==> src/rtl/m68k_bus_bridge.sv <==
// Bridges the asynchronous 68000 bus (AS/UDS/LDS/R-W/DTACK/BERR) onto a synchronous internal slave bus.
// Latency: SYNC_STAGES+2 edges from raw AS low to ds driven, plus one edge to DTACK when ack is immediate.
// Backpressure: the internal slave stalls via ack; BERR is raised after TIMEOUT_CYCLES ACCESS cycles without ack.
//
// Ports:
//   clk, reset                      - system clock, synchronous active-high reset
//   cpu_addr/as_n/uds_n/lds_n/rw    - CPU address and asynchronous strobes
//   cpu_data_in/out/oe              - CPU data bus, write data in, read data out with drive enable
//   cpu_dtack_n, cpu_berr_n         - CPU cycle termination, active low
//   addr/data_write/ds/rw           - internal slave request (registered)
//   data_read, ack                  - internal slave response (ack may be combinational on ds)
module m68k_bus_bridge #(
    parameter int SYNC_STAGES    = 2,
    parameter int TIMEOUT_CYCLES = 255
) (
    input  logic        clk,
    input  logic        reset,
    input  logic [22:0] cpu_addr,
    input  logic        cpu_as_n,
    input  logic        cpu_uds_n,
    input  logic        cpu_lds_n,
    input  logic        cpu_rw,
    input  logic [15:0] cpu_data_in,
    output logic [15:0] cpu_data_out,
    output logic        cpu_data_oe,
    output logic        cpu_dtack_n,
    output logic        cpu_berr_n,
    output logic [23:0] addr,
    output logic [15:0] data_write,
    input  logic [15:0] data_read,
    output logic [1:0]  ds,
    output logic        rw,
    input  logic        ack
);

    typedef enum logic [2:0] {
        ST_IDLE,
        ST_SETUP,
        ST_ACCESS,
        ST_DTACK,
        ST_BERR
    } state_t;

    localparam logic [7:0] TIMEOUT_LAST = 8'(TIMEOUT_CYCLES - 1);

    state_t state_q, state_d;

    logic [SYNC_STAGES-1:0] as_sync_q, as_sync_d;
    logic [SYNC_STAGES-1:0] uds_sync_q, uds_sync_d;
    logic [SYNC_STAGES-1:0] lds_sync_q, lds_sync_d;
    logic as_s, uds_s, lds_s;

    logic [7:0]  cnt_q, cnt_d;
    logic        dtack_n_q, dtack_n_d;
    logic        berr_n_q, berr_n_d;
    logic        data_oe_q, data_oe_d;
    logic [15:0] data_out_q, data_out_d;
    logic [1:0]  ds_q, ds_d;
    logic        rw_q, rw_d;
    logic [23:0] addr_q, addr_d;
    logic [15:0] data_write_q, data_write_d;

    // Shift registers: new sample enters bit 0, synchronised value leaves the top bit.
    always_comb begin
        as_sync_d  = {as_sync_q[SYNC_STAGES-2:0], cpu_as_n};
        uds_sync_d = {uds_sync_q[SYNC_STAGES-2:0], cpu_uds_n};
        lds_sync_d = {lds_sync_q[SYNC_STAGES-2:0], cpu_lds_n};
    end

    assign as_s  = as_sync_q[SYNC_STAGES-1];
    assign uds_s = uds_sync_q[SYNC_STAGES-1];
    assign lds_s = lds_sync_q[SYNC_STAGES-1];

    always_comb begin
        state_d      = state_q;
        cnt_d        = cnt_q;
        dtack_n_d    = dtack_n_q;
        berr_n_d     = berr_n_q;
        data_oe_d    = data_oe_q;
        data_out_d   = data_out_q;
        ds_d         = ds_q;
        rw_d         = rw_q;
        addr_d       = addr_q;
        data_write_d = data_write_q;

        case (state_q)
            ST_IDLE: begin
                if (!as_s) state_d = ST_SETUP;
            end
            ST_SETUP: begin
                if (as_s) begin
                    state_d = ST_IDLE;
                end else if (!uds_s || !lds_s) begin
                    // Write cycles reach here late: data strobes trail AS.
                    state_d      = ST_ACCESS;
                    addr_d       = {cpu_addr, 1'b0};
                    rw_d         = cpu_rw;
                    data_write_d = cpu_data_in;
                    ds_d         = {~uds_s, ~lds_s};
                    cnt_d        = 8'd0;
                end
            end
            ST_ACCESS: begin
                if (cnt_q != 8'hFF) cnt_d = cnt_q + 8'd1;
                // ack wins over a timeout landing on the same edge.
                if (ack) begin
                    state_d   = ST_DTACK;
                    if (rw_q) data_out_d = data_read;
                    data_oe_d = rw_q;
                    dtack_n_d = 1'b0;
                end else if (cnt_q == TIMEOUT_LAST) begin
                    state_d  = ST_BERR;
                    ds_d     = 2'b00;
                    berr_n_d = 1'b0;
                end
            end
            ST_DTACK: begin
                // ds drops only here, giving the slave one clean end-of-transfer edge.
                if (as_s) begin
                    state_d   = ST_IDLE;
                    dtack_n_d = 1'b1;
                    data_oe_d = 1'b0;
                    ds_d      = 2'b00;
                    rw_d      = 1'b1;
                end
            end
            ST_BERR: begin
                if (as_s) begin
                    state_d  = ST_IDLE;
                    berr_n_d = 1'b1;
                    rw_d     = 1'b1;
                end
            end
            default: begin
                state_d = ST_IDLE;
            end
        endcase
    end

    always_ff @(posedge clk) begin
        if (reset) begin
            state_q      <= ST_IDLE;
            as_sync_q    <= '1;
            uds_sync_q   <= '1;
            lds_sync_q   <= '1;
            cnt_q        <= 8'd0;
            dtack_n_q    <= 1'b1;
            berr_n_q     <= 1'b1;
            data_oe_q    <= 1'b0;
            data_out_q   <= 16'd0;
            ds_q         <= 2'b00;
            rw_q         <= 1'b1;
            addr_q       <= 24'd0;
            data_write_q <= 16'd0;
        end else begin
            state_q      <= state_d;
            as_sync_q    <= as_sync_d;
            uds_sync_q   <= uds_sync_d;
            lds_sync_q   <= lds_sync_d;
            cnt_q        <= cnt_d;
            dtack_n_q    <= dtack_n_d;
            berr_n_q     <= berr_n_d;
            data_oe_q    <= data_oe_d;
            data_out_q   <= data_out_d;
            ds_q         <= ds_d;
            rw_q         <= rw_d;
            addr_q       <= addr_d;
            data_write_q <= data_write_d;
        end
    end

    assign cpu_dtack_n  = dtack_n_q;
    assign cpu_berr_n   = berr_n_q;
    assign cpu_data_oe  = data_oe_q;
    assign cpu_data_out = data_out_q;
    assign ds           = ds_q;
    assign rw           = rw_q;
    assign addr         = addr_q;
    assign data_write   = data_write_q;

endmodule
==> config.mk <==
export PLATFORM = sky130hd
export DESIGN_NAME = m68k_bus_bridge
export DESIGN_NICKNAME = d
export VERILOG_FILES = /design/src/rtl/m68k_bus_bridge.sv
export SDC_FILE = /design/constraint.sdc
export NUM_CORES = 1
export LEC_CHECK = 0
export CORE_ASPECT_RATIO = 1.1
export CORE_MARGIN = 8
export CORE_UTILIZATION = 25
export CTS_CLUSTER_DIAMETER = 120
export DETAILED_ROUTE_END_ITERATION = 8
export HOLD_SLACK_MARGIN = 0.02
export PLACE_DENSITY = 0.58
export SYNTH_ARGS = -nofsm -noshare
export SYNTH_HDL_FRONTEND = slang
export SYNTH_SLANG_ARGS = --single-unit
==> constraint.sdc <==
create_clock -name clk -period 1.65 [get_ports clk]
set_input_delay 0.33 -clock clk [delete_from_list [all_inputs] [get_ports clk]]
set_output_delay 0.33 -clock clk [all_outputs]
set_load 0.01 [all_outputs]
Word level (Yosys, flattened, before mapping)
Index checks and enable logic that the tools add are counted.
{"block": "word_totals", "register_bits": 78, "inputBits": 62, "word_cells": 82}
{"block": "op_classes", "addsub": 1, "eq_ne": 18, "n_mux": 29, "n_bitwise": 3, "reduce_logical": 18}
{"op": "$mux W8", "count": 3}
{"op": "$mux W3", "count": 6}
{"op": "$ne A2 B2 Y1 const B", "count": 9}
{"op": "$pmux W8 S2", "count": 1}
{"op": "$reduce_and A4 Y1", "count": 4}
{"op": "$pmux W3 S4", "count": 1}
{"op": "$mux W2", "count": 5}
{"op": "$reduce_and A3 Y1", "count": 3}
{"op": "$add A8 B1 Y8 const B", "count": 1}
{"op": "$eq A8 B8 Y1 const B", "count": 1}
{"op": "$mux W1", "count": 8}
{"op": "$ne A8 B8 Y1 const B", "count": 1}
{"op": "$pmux W1 S2", "count": 4}
{"op": "$reduce_bool A2 Y1", "count": 4}
{"op": "$eq A3 B2 Y1 const B", "count": 2}
{"op": "$ne A3 B3 Y1 const B", "count": 2}
{"op": "$pmux W2 S3", "count": 1}
{"op": "$reduce_and A6 Y1", "count": 1}
{"op": "$eq A3 B1 Y1 const B", "count": 1}
{"op": "$eq A3 B3 Y1 const B", "count": 1}
{"op": "$logic_not A3 Y1", "count": 1}
{"op": "$not A1 Y1", "count": 3}
{"op": "$reduce_bool A3 Y1", "count": 1}
{"op": "$logic_not A1 Y1", "count": 2}
{"op": "3 further kinds", "count": 3}

Depth between registers and ports, before layout
{"block": "depth", "depth_word": 5, "depth_mapped": 7}

Worst setup path before layout
OpenSTA, ideal clock, no wires.
{"block": "synth_timing", "path_kind": "register to register", "start": "register cnt_q[0]", "end": "register cnt_q[4]", "setup_time_ns": 0.146, "arrival_time_ns": 1.364, "required_ns": 1.504, "slack_ns": 0.140, "stages_incl_launch_ff": 6, "n_path_buf": 0, "period_less_slack_ns": 1.510, "path_cell_list": "dfxtp_1 -> ha_1 -> and3_1 -> nand3_1 -> nor3b_2 -> a311oi_1"}
{"block": "synth_via", "elab_chain_cells": 3}
{"element": "from (decl)", "line_no": "53", "text": "logic [7:0] cnt_q, cnt_d;"}
{"element": "from (signal assigned)", "line_no": "160", "text": "cnt_q <= cnt_d;"}
{"element": "$add A8 B1 Y8 / $ne A8 B8 Y1 (equally long branches)", "line_no": "104", "text": "if (cnt_q != 8'hFF) cnt_d = cnt_q + 8'd1;"}
{"element": "$mux W8 / $ne A2 B2 Y1 (equally long branches)"}
{"element": "$pmux W8 S2 / $reduce_and A4 Y1 (equally long branches)"}
Parallel ways exist; a longest one is shown, timed or not. The select of a mux whose other input is x is not followed.
A chain may end at the register's enable or synchronous reset.

Worst setup path after layout
{"block": "layout_timing", "start": "register berr_n_q, in the netlist cpu_berr_n", "end": "output cpu_berr_n"}
{"element": "from (decl)", "line_no": "55", "text": "logic berr_n_q, berr_n_d;"}
{"element": "from (signal assigned)", "line_no": "162", "text": "berr_n_q <= berr_n_d;"}
{"element": "to (decl)", "line_no": "27", "text": "output logic cpu_berr_n,"}
No word-level cell between the ends.

==> impl_metrics.tcl <==
set metrics [dict create \
    rsz0062_at_grt "no" \
    drtIter0Drc 198 \
    power_w 0.00407 \
    dp_hpwl_mm 6.52 \
    worstPathRequired_ns 1.32 \
    yosysMostFrequentCell "nand2_1" \
    min_to "data_write[15]" \
    fp.dieArea_um2 15800 \
    drv_cap 0 \
    whs_path_depth 2 \
    p_leak_nw 1.76 \
    syn_area_per_cell_um2 8.72 \
    path_class "flip-flop to output port" \
    ys.flop_type "dfxtp_1" \
    yosysWarningCount 0 \
    first_global_vias 2812 \
    die_w_um 120 \
    die_y_um 131 \
    path_depth 1 \
    port_buffers 122 \
    clock_path_buffers 2 \
    cp_cell_sequence "clkdlybuf4s50_1" \
    ys_types 42 \
    fmax_mhz 634 \
    period_share 0.956 \
    slowest_stage "clkdlybuf4s50_1" \
    syn_to_final_growth_pct 58.2 \
    rr_startpoint "cnt_q[0]" \
    clock_sinks 78 \
    ys_seq_area_frac 0.521 \
    worstSetupEndpointType "output port" \
    critPathMaxStageDelay_ns 0.57 \
    stdcell_area_um2 4740 \
    wl_mm 8.59 \
    arrival_ns 1.25 \
    clock_latency_ns 0.33 \
    crit_buf_inv 1 \
    postPlaceCellArea_um2 4440 \
    io_pins 124 \
    cts_made_buffers 9 \
    core_um2 11900 \
    post-route-min-period_ns 1.58 \
    synth_area_leaders "dfxtp_1 52%, nand2_1 11%, a21oi_1 8.2%" \
    hold_start "reset" \
    synth-edff-count 0 \
    path_delay_family "buffers and inverters" \
    cts_setup_buffers 0 \
    ctsResizeCount 1 \
    yosys-top-cells-count "88 x nand2_1, 78 x dfxtp_1, 49 x a21oi_1" \
    routedWlPerCell_um 13.6 \
    cts_tree "built" \
    hold_buffers 0 \
    r2r-end "cnt_q[4]" \
    fin_setup_tns_ns 0 \
    antenna_found_initial 0 \
    whs_ns 0.363 \
    via_count 2781 \
    outcome "complete, no violations" \
    diodes 0 \
    final-hold-violation-count 0 \
    syn_inst 344 \
    initial_utilization 0.253 \
    hold_class "input port to flip-flop" \
    grt_pass1_wl_mm 13.8 \
    power.density_nw_per_um2 859 \
    netlist.area_leader.share 0.521 \
    cts.root.buffer_cell "clkbuf_16" \
    regToRegSetupSlack_ns 0.16 \
    drv_slew 0 \
    grtUsageTotal 0.108 \
    cp_max_fo 2 \
    overflow 0 \
    gp_congestion 0.774 \
    dr.pass1.iters 4 \
    cp-start-kind "flip-flop" \
    drtAntennaViolNets 0 \
    yosysTopAreaCell "dfxtp_1" \
    ys_seq_elements 78 \
    syn-num-nets 408 \
    clock_skew_ns 0.00684 \
    synth_area_um2 3000 \
    drive_gt1_frac 0.109 \
    rows 42 \
    nets 538 \
    vdd_ir_drop_max_v 0.000405 \
    path_clk_slew_ns 0.06 \
    ff2ff_path_depth 6 \
    cts.htree.levels 3 \
    via_per_inst 4.40 \
    drc_errors 0 \
    grt_max_degree 40 \
    async_flop_share 0 \
    setup_viol 0 \
]
## report_power, final
part | total, W | switching [W] | internal (W)
Clock | 0.00196 | 0.000754 | 0.00121
Combinational | 0.000214 | 0.0000656 | 0.000149
Sequential | 0.00190 | 0.00000679 | 0.00189
Total | 0.00407 | 0.000827 | 0.00325
## layer usage
| metal | track usage | share of wire | up-vias |
|---|---|---|---|
| met1 | 0.125 | 0.44 | 1256 |
| met2 | 0.172 | 0.45 | 90 |
| met3 | 0.0559 | 0.10 | 10 |
| met4 | 0.0309 | 0.0097 | 0 |
| li1 | - | - | 1425 |
| met5 | 0 | 0 | - |
## state kept, by name, indices dropped and copies added (netlist names)
register	count
rw	1
cpu_berr_n	1
cpu_dtack_n	1
addr	23
ds	2
cpu_data_oe	1
cnt_q	8
lds_sync_q	2
cpu_data_out	16
uds_sync_q	2
as_sync_q	2
state_q	3
data_write	16
## area by class of cell
type                    instances  area, µm²
flip-flops and latches         78       1560
well taps                     154        193
multi-input cells             236       1280
inverters                       6       22.5
clock inverters                 5       60.1
fillers                      1225       7130
repair buffers                143       1390
clock buffers                  10        239
## logic make-up (layout without fill, tap and decap cells)
family	after synthesis	count (layout)	synth area share
simple gates	139	139	0.205
fa+ha+maj	2	2	0.00834
other cells	1	1	0.00125
flops	78	78	0.521
buf+inv	30	164	0.0521
mux	16	16	0.0534
compound gates	78	78	0.159
## how the worst max path moves through the flow
stage,start,to,slack (ns)
detailed placement,ack,ds[1],0.01
global placement,ack,ds[1],0.04
global route,state_q[0],data_write[5],0.007
floorplan,cnt_q[0],cnt_q[4],0.14
CTS,cpu_berr_n,cpu_berr_n,0.03
finish,cpu_berr_n,cpu_berr_n,0.07
## cell usage in the layout (no fill, tap or decap), types with 2 or more instances in the layout
cell type,Yosys,layout
inv_1,6,6
a211oi_2,3,3
nor2b_1,2,2
clkbuf_16,0,9
or2_2,6,6
o21a_1,2,2
ha_1,2,2
buf_4,3,20
o21ai_0,6,6
dfxtp_2,0,2
nor2_1,18,18
nand3_1,6,6
mux2i_1,16,16
clkinv_4,0,2
a211oi_1,4,4
clkdlybuf4s50_1,0,120
nand4_1,4,4
dfxtp_1,78,76
nor4b_1,2,2
and2_1,3,3
a21oi_1,49,49
nand3b_1,2,2
a31oi_1,3,3
nand2_1,88,88
nor3_1,2,2
## metrics by stage
stage | std cells | worst slack, ns | util
2_1_floorplan | 344 | 0.140 | -
3_3_place_gp | 617 | 0.0394 | 0.374
3_5_place_dp | 617 | 0.0118 | 0.374
4_1_cts | 632 | 0.0312 | 0.399
5_1_grt | 632 | 0.00734 | 0.399
6_report | 632 | 0.0722 | 0.399
No activity file was read; power rests on OpenSTA's default activity.
